**src/rtl/pb_pkg.sv**
```systemverilog
// pb_pkg: shared types and defaults for the push-button conditioner.
// PB_REPEAT_EN (optional) enables auto-repeat press pulses while held.
package pb_pkg;

    typedef enum logic [1:0] {
        IDLE,
        PRESSED,
        HELD
    } pb_state_t;

    localparam int PB_NUM_PB_DEF       = 4;
    localparam int PB_DEB_DEPTH_DEF    = 4;
    localparam int PB_HOLD_TICKS_DEF   = 100;
    localparam int PB_REPEAT_TICKS_DEF = 20;

    function automatic int pb_cnt_w(input int n);
        return $clog2(n + 1);
    endfunction

    localparam int PB_HOLD_W_DEF   = pb_cnt_w(PB_HOLD_TICKS_DEF);
    localparam int PB_REPEAT_W_DEF = pb_cnt_w(PB_REPEAT_TICKS_DEF);

endpackage

```
**src/rtl/pb_channel.sv**
```systemverilog
// pb_channel: one button lane -- synchroniser, debounce, edge pulses, hold FSM.
// PB_REPEAT_EN adds auto-repeat press pulses in HELD.
module pb_channel
    import pb_pkg::*;
#(
    parameter int DEB_DEPTH  = PB_DEB_DEPTH_DEF,
    parameter int HOLD_TICKS = PB_HOLD_TICKS_DEF
`ifdef PB_REPEAT_EN
   ,parameter int REPEAT_TICKS = PB_REPEAT_TICKS_DEF
`endif
) (
    input  logic clk,
    input  logic reset,
    input  logic sample_tick,
    input  logic pb_in,
    output logic pb_deb,
    output logic pb_press,
    output logic pb_release,
    output logic pb_long
);

    localparam int HW = pb_cnt_w(HOLD_TICKS);

    logic [1:0]           sync_q;
    logic [DEB_DEPTH-1:0] sh_q;
    logic [DEB_DEPTH-1:0] sh_nxt;
    logic                 deb_q;
    logic                 deb_d;
    logic                 rise;
    logic                 fall;
    logic                 press_q;
    logic                 release_q;
    logic                 long_q;
    logic                 long_fire;
    logic                 rep_fire;
    pb_state_t            state_q;
    pb_state_t            state_n;
    logic [HW-1:0]        cnt_q;
    logic [HW-1:0]        cnt_n;
    logic [HW-1:0]        cnt_inc;
`ifdef PB_REPEAT_EN
    localparam int RW = pb_cnt_w(REPEAT_TICKS);
    logic [RW-1:0]        rep_q;
    logic [RW-1:0]        rep_n;
    logic [RW-1:0]        rep_inc;
    assign rep_inc = rep_q + RW'(1);
`endif

    assign sh_nxt  = {sh_q[DEB_DEPTH-2:0], sync_q[1]};
    assign rise    = deb_q & ~deb_d;
    assign fall    = ~deb_q & deb_d;
    assign cnt_inc = cnt_q + HW'(1);

    // Release is checked first so it always beats a coincident terminal count.
    always_comb begin
        state_n   = state_q;
        cnt_n     = cnt_q;
        long_fire = 1'b0;
        rep_fire  = 1'b0;
`ifdef PB_REPEAT_EN
        rep_n     = rep_q;
`endif
        unique case (state_q)
            IDLE: begin
                if (rise) begin
                    state_n = PRESSED;
                    cnt_n   = '0;
                end
            end
            PRESSED: begin
                if (fall) begin
                    state_n = IDLE;
                    cnt_n   = '0;
                end else if (sample_tick) begin
                    cnt_n = cnt_inc;
                    if (cnt_inc == HW'(HOLD_TICKS)) begin
                        long_fire = 1'b1;
                        state_n   = HELD;
                    end
                end
            end
            HELD: begin
                if (fall) begin
                    state_n = IDLE;
                    cnt_n   = '0;
`ifdef PB_REPEAT_EN
                    rep_n   = '0;
                end else if (sample_tick) begin
                    if (rep_inc == RW'(REPEAT_TICKS)) begin
                        rep_fire = 1'b1;
                        rep_n    = '0;
                    end else begin
                        rep_n = rep_inc;
                    end
`endif
                end
            end
            default: begin
                state_n = IDLE;
                cnt_n   = '0;
            end
        endcase
    end

    always_ff @(posedge clk or negedge reset) begin
        if (!reset) begin
            sync_q    <= '0;
            sh_q      <= '0;
            deb_q     <= 1'b0;
            deb_d     <= 1'b0;
            press_q   <= 1'b0;
            release_q <= 1'b0;
            long_q    <= 1'b0;
            state_q   <= IDLE;
            cnt_q     <= '0;
`ifdef PB_REPEAT_EN
            rep_q     <= '0;
`endif
        end else begin
            sync_q <= {sync_q[0], pb_in};
            if (sample_tick) begin
                sh_q <= sh_nxt;
                if (&sh_nxt) begin
                    deb_q <= 1'b1;
                end else if (~|sh_nxt) begin
                    deb_q <= 1'b0;
                end
            end
            deb_d     <= deb_q;
            press_q   <= rise | rep_fire;
            release_q <= fall;
            long_q    <= long_fire;
            state_q   <= state_n;
            cnt_q     <= cnt_n;
`ifdef PB_REPEAT_EN
            rep_q     <= rep_n;
`endif
        end
    end

    assign pb_deb     = deb_q;
    assign pb_press   = press_q;
    assign pb_release = release_q;
    assign pb_long    = long_q;

endmodule

```
**src/rtl/pb_multi_conditioner.sv**
```systemverilog
// pb_multi_conditioner: NUM_PB independent push-button conditioner lanes.
// Define PB_REPEAT_EN for auto-repeat press pulses while a button is held.
module pb_multi_conditioner
    import pb_pkg::*;
#(
    parameter int NUM_PB       = PB_NUM_PB_DEF,
    parameter int DEB_DEPTH    = PB_DEB_DEPTH_DEF,
    parameter int HOLD_TICKS   = PB_HOLD_TICKS_DEF,
    parameter int REPEAT_TICKS = PB_REPEAT_TICKS_DEF
) (
    input  logic              clk,
    input  logic              reset,
    input  logic              sample_tick,
    input  logic [NUM_PB-1:0] pb_in,
    output logic [NUM_PB-1:0] pb_deb,
    output logic [NUM_PB-1:0] pb_press,
    output logic [NUM_PB-1:0] pb_release,
    output logic [NUM_PB-1:0] pb_long
);

    generate
        if (DEB_DEPTH < 2 || HOLD_TICKS < 1 || REPEAT_TICKS < 1) begin : g_bad_param
            $error("pb_multi_conditioner: illegal DEB_DEPTH/HOLD_TICKS/REPEAT_TICKS");
        end
    endgenerate

    for (genvar i = 0; i < NUM_PB; i++) begin : g_ch
        pb_channel #(
            .DEB_DEPTH    (DEB_DEPTH),
            .HOLD_TICKS   (HOLD_TICKS)
`ifdef PB_REPEAT_EN
           ,.REPEAT_TICKS (REPEAT_TICKS)
`endif
        ) u_ch (
            .clk         (clk),
            .reset       (reset),
            .sample_tick (sample_tick),
            .pb_in       (pb_in[i]),
            .pb_deb      (pb_deb[i]),
            .pb_press    (pb_press[i]),
            .pb_release  (pb_release[i]),
            .pb_long     (pb_long[i])
        );
    end

endmodule

```
**config.mk**
```make
export PLATFORM = sky130hd
export DESIGN_NAME = pb_multi_conditioner
export DESIGN_NICKNAME = d
export VERILOG_FILES = /design/src/rtl/pb_pkg.sv /design/src/rtl/pb_channel.sv /design/src/rtl/pb_multi_conditioner.sv
export SDC_FILE = /design/constraint.sdc
export NUM_CORES = 1
export LEC_CHECK = 0
export BUFFER_PORTS_ARGS = -buffer_cell sky130_fd_sc_hd__buf_2
export CORE_UTILIZATION = 50
export CTS_BUF_LIST = sky130_fd_sc_hd__clkbuf_8
export DETAILED_ROUTE_END_ITERATION = 7
export PLACE_DENSITY = 0.74
export SLEW_MARGIN = 25
export SYNTH_ARGS = -nofsm -noshare
export SYNTH_HDL_FRONTEND = slang
export SYNTH_SLANG_ARGS = --single-unit
```
**constraint.sdc**
```tcl
create_clock -name clk -period 4.5 [get_ports clk]
set_input_delay 0.225 -clock clk [delete_from_list [all_inputs] [get_ports clk]]
set_output_delay 0.225 -clock clk [all_outputs]
set_load 0.01 [all_outputs]
```
# Word-level counts from Yosys, hierarchy flattened
# Index checks and enable logic that the tools add are counted.
# Widths: inputs -> output; s select.
[op_classes]
n_mux = 68
eq_ne = 32
reduce_logical = 24
n_addsub = 4
n_bitwise = 16
[ops]
columns = ["op", "count"]
rows = [
  ["$mux 7", 16],
  ["$pmux 7 s3", 4],
  ["$mux 2", 20],
  ["$reduce_and 4->1", 8],
  ["$add 7x1->7 const B", 4],
  ["$eq 7x7->1 const B", 4],
  ["$mux 1", 24],
  ["$ne 2x1->1 const B", 12],
  ["$pmux 2 s3", 4],
  ["$reduce_or 4->1", 4],
  ["$ne 3x1->1 const B", 4],
  ["$ne 3x2->1 const B", 4],
  ["$reduce_and 3->1", 4],
  ["$and 1x1->1", 8],
  ["$eq 2x1->1 const B", 4],
  ["$eq 2x2->1 const B", 4],
  ["$logic_not 2->1", 4],
  ["$not 1->1", 8],
  ["$reduce_and 2->1", 4],
]
[totals]
input_bits = 7
register_bits = 76
word_cells = 180
output_inout_bits = 16

# Depth between registers and ports, before layout
# Gate-level depths: netlist of run 1.
[logic_depth]
word_depth = 6
ltp_mapped = 6
ltp_nobuf = 6

# Hierarchy
# From an unflattened synthesis of run 1, not the netlist that was laid out.
[hier_totals]
hier_cells = 300
area_unflattened_um2 = 3380.7
[by_module_without_submodules]
columns = ["mod", "instances", "seq_area_each_um2", "area_each_um2", "cells_each"]
rows = [
  ["pb_channel at g_ch[1].u_ch ...", 2, 475.5, 849.6, 77],
  ["pb_channel at g_ch[0].u_ch", 1, 475.5, 858.3, 71],
  ["pb_channel at g_ch[3].u_ch", 1, 475.5, 823.3, 75],
]

# Worst setup path before layout of run 1
# No wires, ideal clock.
[synth_path]
path_type = "flip-flop to flip-flop"
start = "reg g_ch[0].u_ch.cnt_q[0]"
end = "reg g_ch[0].u_ch.state_q[0]"
stages_incl_launch_ff = 7
path_buffers = 0
slack_ns = 2.784
arrival_time_ns = 1.585
setup_ns = 0.131
synth_period_minus_slack_ns = 1.716
required_time_ns = 4.369
path_cell_list = "dfrtp_1 ha_1 and3_1 and3_1 nand3b_1 a2111oi_2 nor4_1"
[synth_via]
elab_chain_cells = 4
[synth_rtl]
columns = ["item", "line_no", "source"]
rows = [
  ["start, declared", "pb_channel.sv:38", "logic [HW-1:0] cnt_q;"],
  ["start signal, assigned", "pb_channel.sv:134", "cnt_q <= cnt_n;"],
  ["$add 7x1->7", "pb_channel.sv:52", "assign cnt_inc = cnt_q + HW'(1);"],
  ["$eq 7x7->1", "pb_channel.sv:76", "if (cnt_inc == HW'(HOLD_TICKS)) begin"],
  ["$ne 3x1->1 (no line)", "--", ""],
  ["$reduce_and 4->1 (no line)", "--", ""],
  ["end signal, assigned", "pb_channel.sv:133", "state_q <= state_n;"],
  ["end, declared", "pb_channel.sv:36", "pb_state_t state_q;"],
]
# No other way between the ends.
# A chain may end at the register's enable or synchronous reset.

# Worst setup path in the final report of run 1
# Same ends and word-level chain as after synthesis.

==> results of run 1 <==
==> layout by cell type, fill, tap and decap left out, types with 2 or more instances in the layout <==
cell	netlist	routed
nand3_1	8	8
nor2b_1	13	13
or4b_1	4	4
o31ai_1	5	5
mux2i_1	2	2
o21ai_0	32	32
a31oi_1	2	2
bufinv_16	0	3
o21a_1	2	2
dfrtp_1	76	76
o21bai_1	2	2
mux2_2	12	12
xor2_1	7	7
o32ai_1	3	3
nand3b_1	2	2
and2b_1	2	2
or3_1	6	6
xnor2_1	2	2
o21ai_1	3	3
nor3_1	5	5
a41oi_1	4	4
and3_1	8	8
nand2_1	34	34
a22o_1	5	5
clkbuf_8	0	11
a21oi_1	10	10
ha_1	8	8
nand2b_1	5	5
nor2_1	25	25
nor2b_2	3	3
inv_1	9	10
buf_2	6	21
dlygate4sd3_1	0	5
==> cell usage after synthesis (all sizes together), types with 7 or more instances <==
cell | instances | area, um2
inv | 9 | 33.8
mux2 | 12 | 135
nor2b | 16 | 108
and3 | 9 | 61.3
ha | 8 | 100
buf | 22 | 150
a21oi | 10 | 50.1
nor2 | 25 | 93.8
o21ai | 35 | 175
nand3 | 9 | 50.1
xor2 | 7 | 61.3
nand2 | 34 | 128
dfrtp | 76 | 1900
==> cell type report <==
class	instances	share of cell area
clock inverters	5	0.0248
inverters	9	0.00847
well taps	96	0.0301
clock buffers	11	0.0380
flip-flops and latches	76	0.477
repair buffers	27	0.0417
multi-input cells	233	0.380
==> through the flow <==
stage / power, uW / area (um2) / util
2_1_floorplan: 1200 / 3610 / -
3_3_place_gp: 1280 / 3680 / 0.536
3_5_place_dp: 1290 / 3680 / 0.536
4_1_cts: 1940 / 3980 / 0.579
5_1_grt: 2040 / 3990 / 0.581
6_report: 1920 / 3990 / 0.581
==> final timing paths <==
| path | end | from | cells after the start | slack, ns |
|---|---|---|---|---|
| worst min register to register | g_ch[3].u_ch.sync_q[1]$_DFF_PN0_ | g_ch[3].u_ch.sync_q[0]$_DFF_PN0_ | 0 | 0.35 |
| worst min-delay path | g_ch[3].u_ch.sync_q[1]$_DFF_PN0_ | g_ch[3].u_ch.sync_q[0]$_DFF_PN0_ | 0 | 0.35 |
| max in group asynchronous | g_ch[1].u_ch.sh_q[2]$_DFFE_PN0P_ | reset | 2 | 3.58 |
| min in group asynchronous | g_ch[3].u_ch.cnt_q[3]$_DFFE_PN0P_ | reset | 2 | 0.45 |
| worst max-delay path | g_ch[0].u_ch.state_q[0]$_DFFE_PN0P_ | g_ch[0].u_ch.cnt_q[0]$_DFFE_PN0P_ | 6 | 2.64 |
| worst max register to register | g_ch[0].u_ch.state_q[0]$_DFFE_PN0P_ | g_ch[0].u_ch.cnt_q[0]$_DFFE_PN0P_ | 6 | 2.64 |
==> worst max-delay path, delay by kind of cell (launching register included) <==
family / cells / cell delay, ns
compound gates: 1 / 0.33
fa+ha+maj: 1 / 0.27
flops: 1 / 0.43
simple gates: 4 / 0.71
==> kinds of logic after synthesis <==
logic type,count (synthesis),synth area share
compound gates,75,0.133
xor+xnor,9,0.0218
fa+ha+maj,8,0.0277
buf+inv,34,0.0540
flops,76,0.526
mux,14,0.0429
simple gates,127,0.195
==> layer usage <==
metal  routed length, um  part of all wire  track usage
met4                 144             0.025        0.105
met2                2630              0.46        0.271
met1                2730              0.48        0.210
met3                 178             0.031       0.0351
met5                   0                 0            0
==> state kept, by name, summed over array words and instances (netlist names) <==
signal,count
g_ch.u_ch.state_q,8
g_ch.u_ch.pb_press,4
g_ch.u_ch.pb_release,4
g_ch.u_ch.sync_q,8
g_ch.u_ch.pb_deb,4
g_ch.u_ch.sh_q,12
g_ch.u_ch.pb_long,4
g_ch.u_ch.cnt_q,28
g_ch.u_ch.deb_d,4
==> where the power goes <==
part | leakage (uW) | internal (uW) | switching, uW
Clock | 0.000131 | 396 | 242
Sequential | 0.000993 | 780 | 114
Combinational | 0.000720 | 175 | 216
==> what timing repair did <==
item / CTS / global route
hold buffers: 4 / 1
hold endpoints to repair: 4 / 76
resized for setup: 0 / 0
endpoints found under the setup margin: 0 / 0
==> flow_summary.yaml, run 1 <==
status:
  status: "finished clean"
logic_synthesis:
  synth_edf_count: 0
  ys_seq_area_frac: 0.526
  syn_nets: 358
  dominantRegCellSynth: "dfrtp_1"
  async_flop_share: 1.00
  avgSynthCellArea_um2: 10.5
  synth_cell_types: 51
  ys_ff_latch: 76
  yosysWarnings: 0
  postSynthCellCount: 343
  synth_area_mm2: 0.00361
global_route:
  gr-total-overflow: 0
  grt_usage: 0.169
  grt_max_degree: 77
  antenna_found_initial: 0
  grt_pass1_vias: 2230
  grt_pass1_wl_um: 9690
job:
  cap_violations: 0
place:
  pre_cts_slack_ns: 2.66
  gp_congestion: 0.786
  io_buffers: 22
  dp.cells: 436
  hpwl_um: 3690
routing:
  drc: 0
  wl_um: 5680
  drtIter0Drc: 113
  ant_nets: 0
  vias: 2473
  via_per_inst: 5.41
  wl_per_cell_um: 12.4
  drt-pass1-iter-count: 4
setup_path:
  worst_ep_required_time_ns: 4.72
  crit_path_frequent_cell: "and3_1"
  path_max_fanout: 6
  arrival_ns: 2.08
  crit_path_cell_trace: "ha_1 -> and3_1 -> and3_1 -> nand3b_1 -> a2111oi_2 -> nor4_1"
  worst_setup_path_start_kind: "register"
  crit_path_top_delay_cell: "dfrtp_1"
  worstSetupPathType: "reg -> reg"
  end_kind: "register"
  slowest_delay_ns: 0.43
layout:
  layout-drive-gt1-share: 0.166
  syn_to_final_growth_pct: 10.4
  ff_latch_area_mm2: 0.00190
  multi_input_area_mm2: 0.00152
  stdcell_count: 457
  layout.nets: 371
  antenna_cells: 0
  fillers: 594
timing:
  period_share: 0.414
  max-slew-margin-rel: 0.557
  hold_slack_ns: 0.353
  finalMaxSlewViolations: 0
  hold_viol: 0
  fin_crit_ns: 1.86
  finalWorstSetupSlack_ns: 2.64
  rsz0062_at_grt: "false"
  skew_ns: 0.0106
  max_freq_mhz: 537
  tns_ns: 0
  setup_viol_count_final: 0
  max_slew.worst_pin.slew_ns: 0.664
clock_tree:
  clock-root-buffer: "clkbuf_8"
  cts.sinks: 76
  cts_tree: "done"
  post_cts_buffers: 0
  ctsHtreeMaxLevel: 3
  clk_pin_slew_ns: 0.07
  cts.path.max_buffers: 2
  numCtsBuffers: 9
  clock_latency_ns: 0.35
die:
  die_h_um: 87.0
  die_area_mm2: 0.00757
  io_pins: 23
  start_util: 0.526
  core_area_mm2: 0.00687
  rows: 30
  die_w_um: 87.0
pwr:
  p_per_area_mw_per_mm2: 482
  p_leak_uw: 0.00184
  irDropWorstVdd_uv: 196
worst_hold_path:
  hp-class: "reg -> reg"
Note: power is estimated with default switching activity, not from simulation.
==> run 2, diff against run 1 <==
- ABC_AREA: unset -> 1
- PLACE_DENSITY: 0.74 -> 0.76
- clock period: 4.5 -> 1.7 ns (I/O delays scaled with it)
==> flow_summary.yaml, run 2 <==
worst_hold_path:
  hp-class: "in -> reg"
  hold_path.startpoint: "sample_tick"
  whs_endpoint: "g_ch[3].u_ch.cnt_q[1]$_DFFE_PN0P_"
  hold_depth: 3
logic_synthesis:
  yosysWarnings: 0
  avgSynthCellArea_um2: 8.61
  synth_area_mm2: 0.00360
  dominantRegCellSynth: "dfrtp_1"
  synth_area_leader_cell: "dfrtp_1"
  netlist_top_cells_area: "dfrtp_1 (53%), nand2_1 (11%), inv_1 (5.3%)"
  synth_edf_count: 0
  postSynthCellCount: 418
  ys_seq_area_frac: 0.529
  synth_top_area_share: 0.529
  synth_commonest_cells: "nand2_1 (109), dfrtp_1 (76), inv_1 (51)"
  synth_cell_types: 32
  yosysMostFrequentCell: "nand2_1"
  syn_nets: 433
  async_flop_share: 1.00
  ys_ff_latch: 76
status:
  status: "finished clean"
layout:
  largest_register_ffs: 28
  layout.nets: 462
  regMostFlops: "g_ch.u_ch.cnt_q"
  mostFrequentLayoutCells: "nand2_1 (108), dfrtp_1 (74), inv_1 (51)"
  syn_to_final_growth_pct: 12.4
  layout_commonest_cell: "nand2_1"
  antenna_cells: 0
  reg_top3: "g_ch.u_ch.cnt_q (28), g_ch.u_ch.sh_q (12)"
  layout-drive-gt1-share: 0.184
global_route:
  antenna_found_initial: 0
  grt_max_degree: 54
  grt_pass1_wl_um: 10200
  grt_usage: 0.177
  grt_pass1_vias: 2532
  gr-total-overflow: 0
timing:
  finalMaxSlewViolations: 0
  max-slew-margin-rel: 0.712
  max_freq_mhz: 648
  fin_crit_ns: 1.54
  period_share: 0.907
  rsz0062_at_grt: "false"
  hold_viol: 0
  skew_ns: 0.0108
  tns_ns: 0
  setup_viol_count_final: 0
  hold_slack_ns: 0.0540
  max_slew.worst_pin.slew_ns: 0.432
pwr:
  p_per_area_mw_per_mm2: 1280
  irDropWorstVdd_uv: 712
  power_frac_clock: 0.274
  p_sw_uw: 1800
  pwr-share-comb: 0.274
  p_int_uw: 3380
  seqPwrFrac: 0.452
  p_leak_uw: 0.00200
  p_sw_frac: 0.348
setup_path:
  path_max_fanout: 5
  worst_ep_required_time_ns: 1.94
  worstSetupPathType: "reg -> reg"
  worst_setup_path_start_kind: "register"
  r2r-end: "g_ch[2].u_ch.state_q[0]$_DFFE_PN0P_"
  r2r_slack_ns: 0.16
  rr_startpoint: "g_ch[2].u_ch.cnt_q[0]$_DFFE_PN0P_"
  arrival_ns: 1.78
  rr_worst_depth: 11
  end_kind: "register"
clock_tree:
  numCtsBuffers: 9
  cts_tree: "done"
  clock-root-buffer: "clkbuf_8"
  clk_pin_slew_ns: 0.09
  cts.path.max_buffers: 2
  ctsHtreeMaxLevel: 3
  clock_latency_ns: 0.36
  cts.sinks: 76
die:
  die_w_um: 86.8
  core_area_mm2: 0.00687
  io_pins: 23
  die_h_um: 86.8
  rows: 30
  start_util: 0.524
  die_area_mm2: 0.00754
routing:
  drt-pass1-iter-count: 4
  drtIter0Drc: 128
  via_per_inst: 4.86
  ant_nets: 0
  drc: 0
  wl_um: 5940
  wl_per_cell_um: 10.8
  vias: 2662
place:
  io_buffers: 22
  gp_congestion: 0.845
  hpwl_um: 4100
job:
  cap_violations: 0
run 2: power by group through the flow:
stage / Combinational (uW) / Sequential [uW] / Clock, uW
after detailed placement: 1290 / 2390 / 0
after global routing: 1620 / 2380 / 1530
after CTS: 1310 / 2350 / 1470
after floorplan: 1080 / 2340 / 0
final: 1420 / 2340 / 1420
after global placement: 1250 / 2370 / 0
run 2: stage by stage:
stage                     power [uW]   util  worst slack (ns)  instances  cell area, um2
after floorplan                 3420      -             0.280        418            3600
after global placement          3630  0.541             0.215        519            3710
after detailed placement        3680  0.541             0.103        519            3710
after CTS                       5130  0.579            0.0882        540            3970
after global routing            5540  0.589           0.00119        548            4040
final                           5180  0.589             0.158        548            4040
run 2: cell type report:
class	instances	area, um2
repair buffers	37	250
clock buffers	10	138
inverters	59	225
flip-flops and latches	76	1900
fillers	592	2830
clock inverters	6	71.3
multi-input cells	264	1340
well taps	96	120
run 2: critical path, cell delays in order (launching register included):
cell and delay [ns]:
dfrtp_1 0.43, ha_2 0.21, nand2_2 0.10, nand2_1 0.08, nor2_1 0.09, nand3_1 0.08, nor2_1 0.10, nand2_1 0.09
nand2_1 0.08, nand2_1 0.05, nand2_1 0.07, nand2_1 0.05
run 2: how the worst max path moves through the flow:
stage	end	slack, ns	depth (start not counted)	from
6_report	g_ch[2].u_ch.state_q[0]$_DFFE_PN0P_	0.16	11	g_ch[2].u_ch.cnt_q[0]$_DFFE_PN0P_
3_5_place_dp	g_ch[2].u_ch.state_q[0]$_DFFE_PN0P_	0.10	11	g_ch[2].u_ch.cnt_q[0]$_DFFE_PN0P_
4_1_cts	g_ch[2].u_ch.state_q[0]$_DFFE_PN0P_	0.09	11	g_ch[2].u_ch.cnt_q[0]$_DFFE_PN0P_
3_3_place_gp	g_ch[2].u_ch.state_q[0]$_DFFE_PN0P_	0.22	11	g_ch[2].u_ch.cnt_q[0]$_DFFE_PN0P_
2_1_floorplan	g_ch[2].u_ch.state_q[0]$_DFFE_PN0P_	0.28	11	g_ch[2].u_ch.cnt_q[0]$_DFFE_PN0P_
5_1_grt	g_ch[2].u_ch.state_q[0]$_DFFE_PN0P_	0.001	11	g_ch[2].u_ch.cnt_q[0]$_DFFE_PN0P_
run 2: cells by family (layout without fill, tap and decap cells):
kind of cell             count (synthesis)  count (layout)  share of synthesized area
AND/OR/NAND/NOR                        205             205                      0.250
multiplexers                             1               1                    0.00278
adder cells (fa/ha/maj)                  8               8                     0.0278
XOR/XNOR                                 4               4                    0.00974
buffers and inverters                   78             112                      0.102
flip-flops                              76              76                      0.529
AO/OA/AOI/OAI                           46              46                     0.0786
run 2: metal layers:
layer | wire length, um | track usage | part of all wire
met4 | 113 | 0.103 | 0.019
met2 | 2750 | 0.280 | 0.46
met5 | 0 | 0 | 0
met3 | 151 | 0.0400 | 0.025
met1 | 2930 | 0.225 | 0.49
run 2: repair_timing:
action | CTS | global route
endpoints found under the hold margin | 80 | 0
hold buffers | 5 | 0
buffers inserted | 0 | 8
gates resized for setup | 0 | 5
setup endpoints to repair | 0 | 4
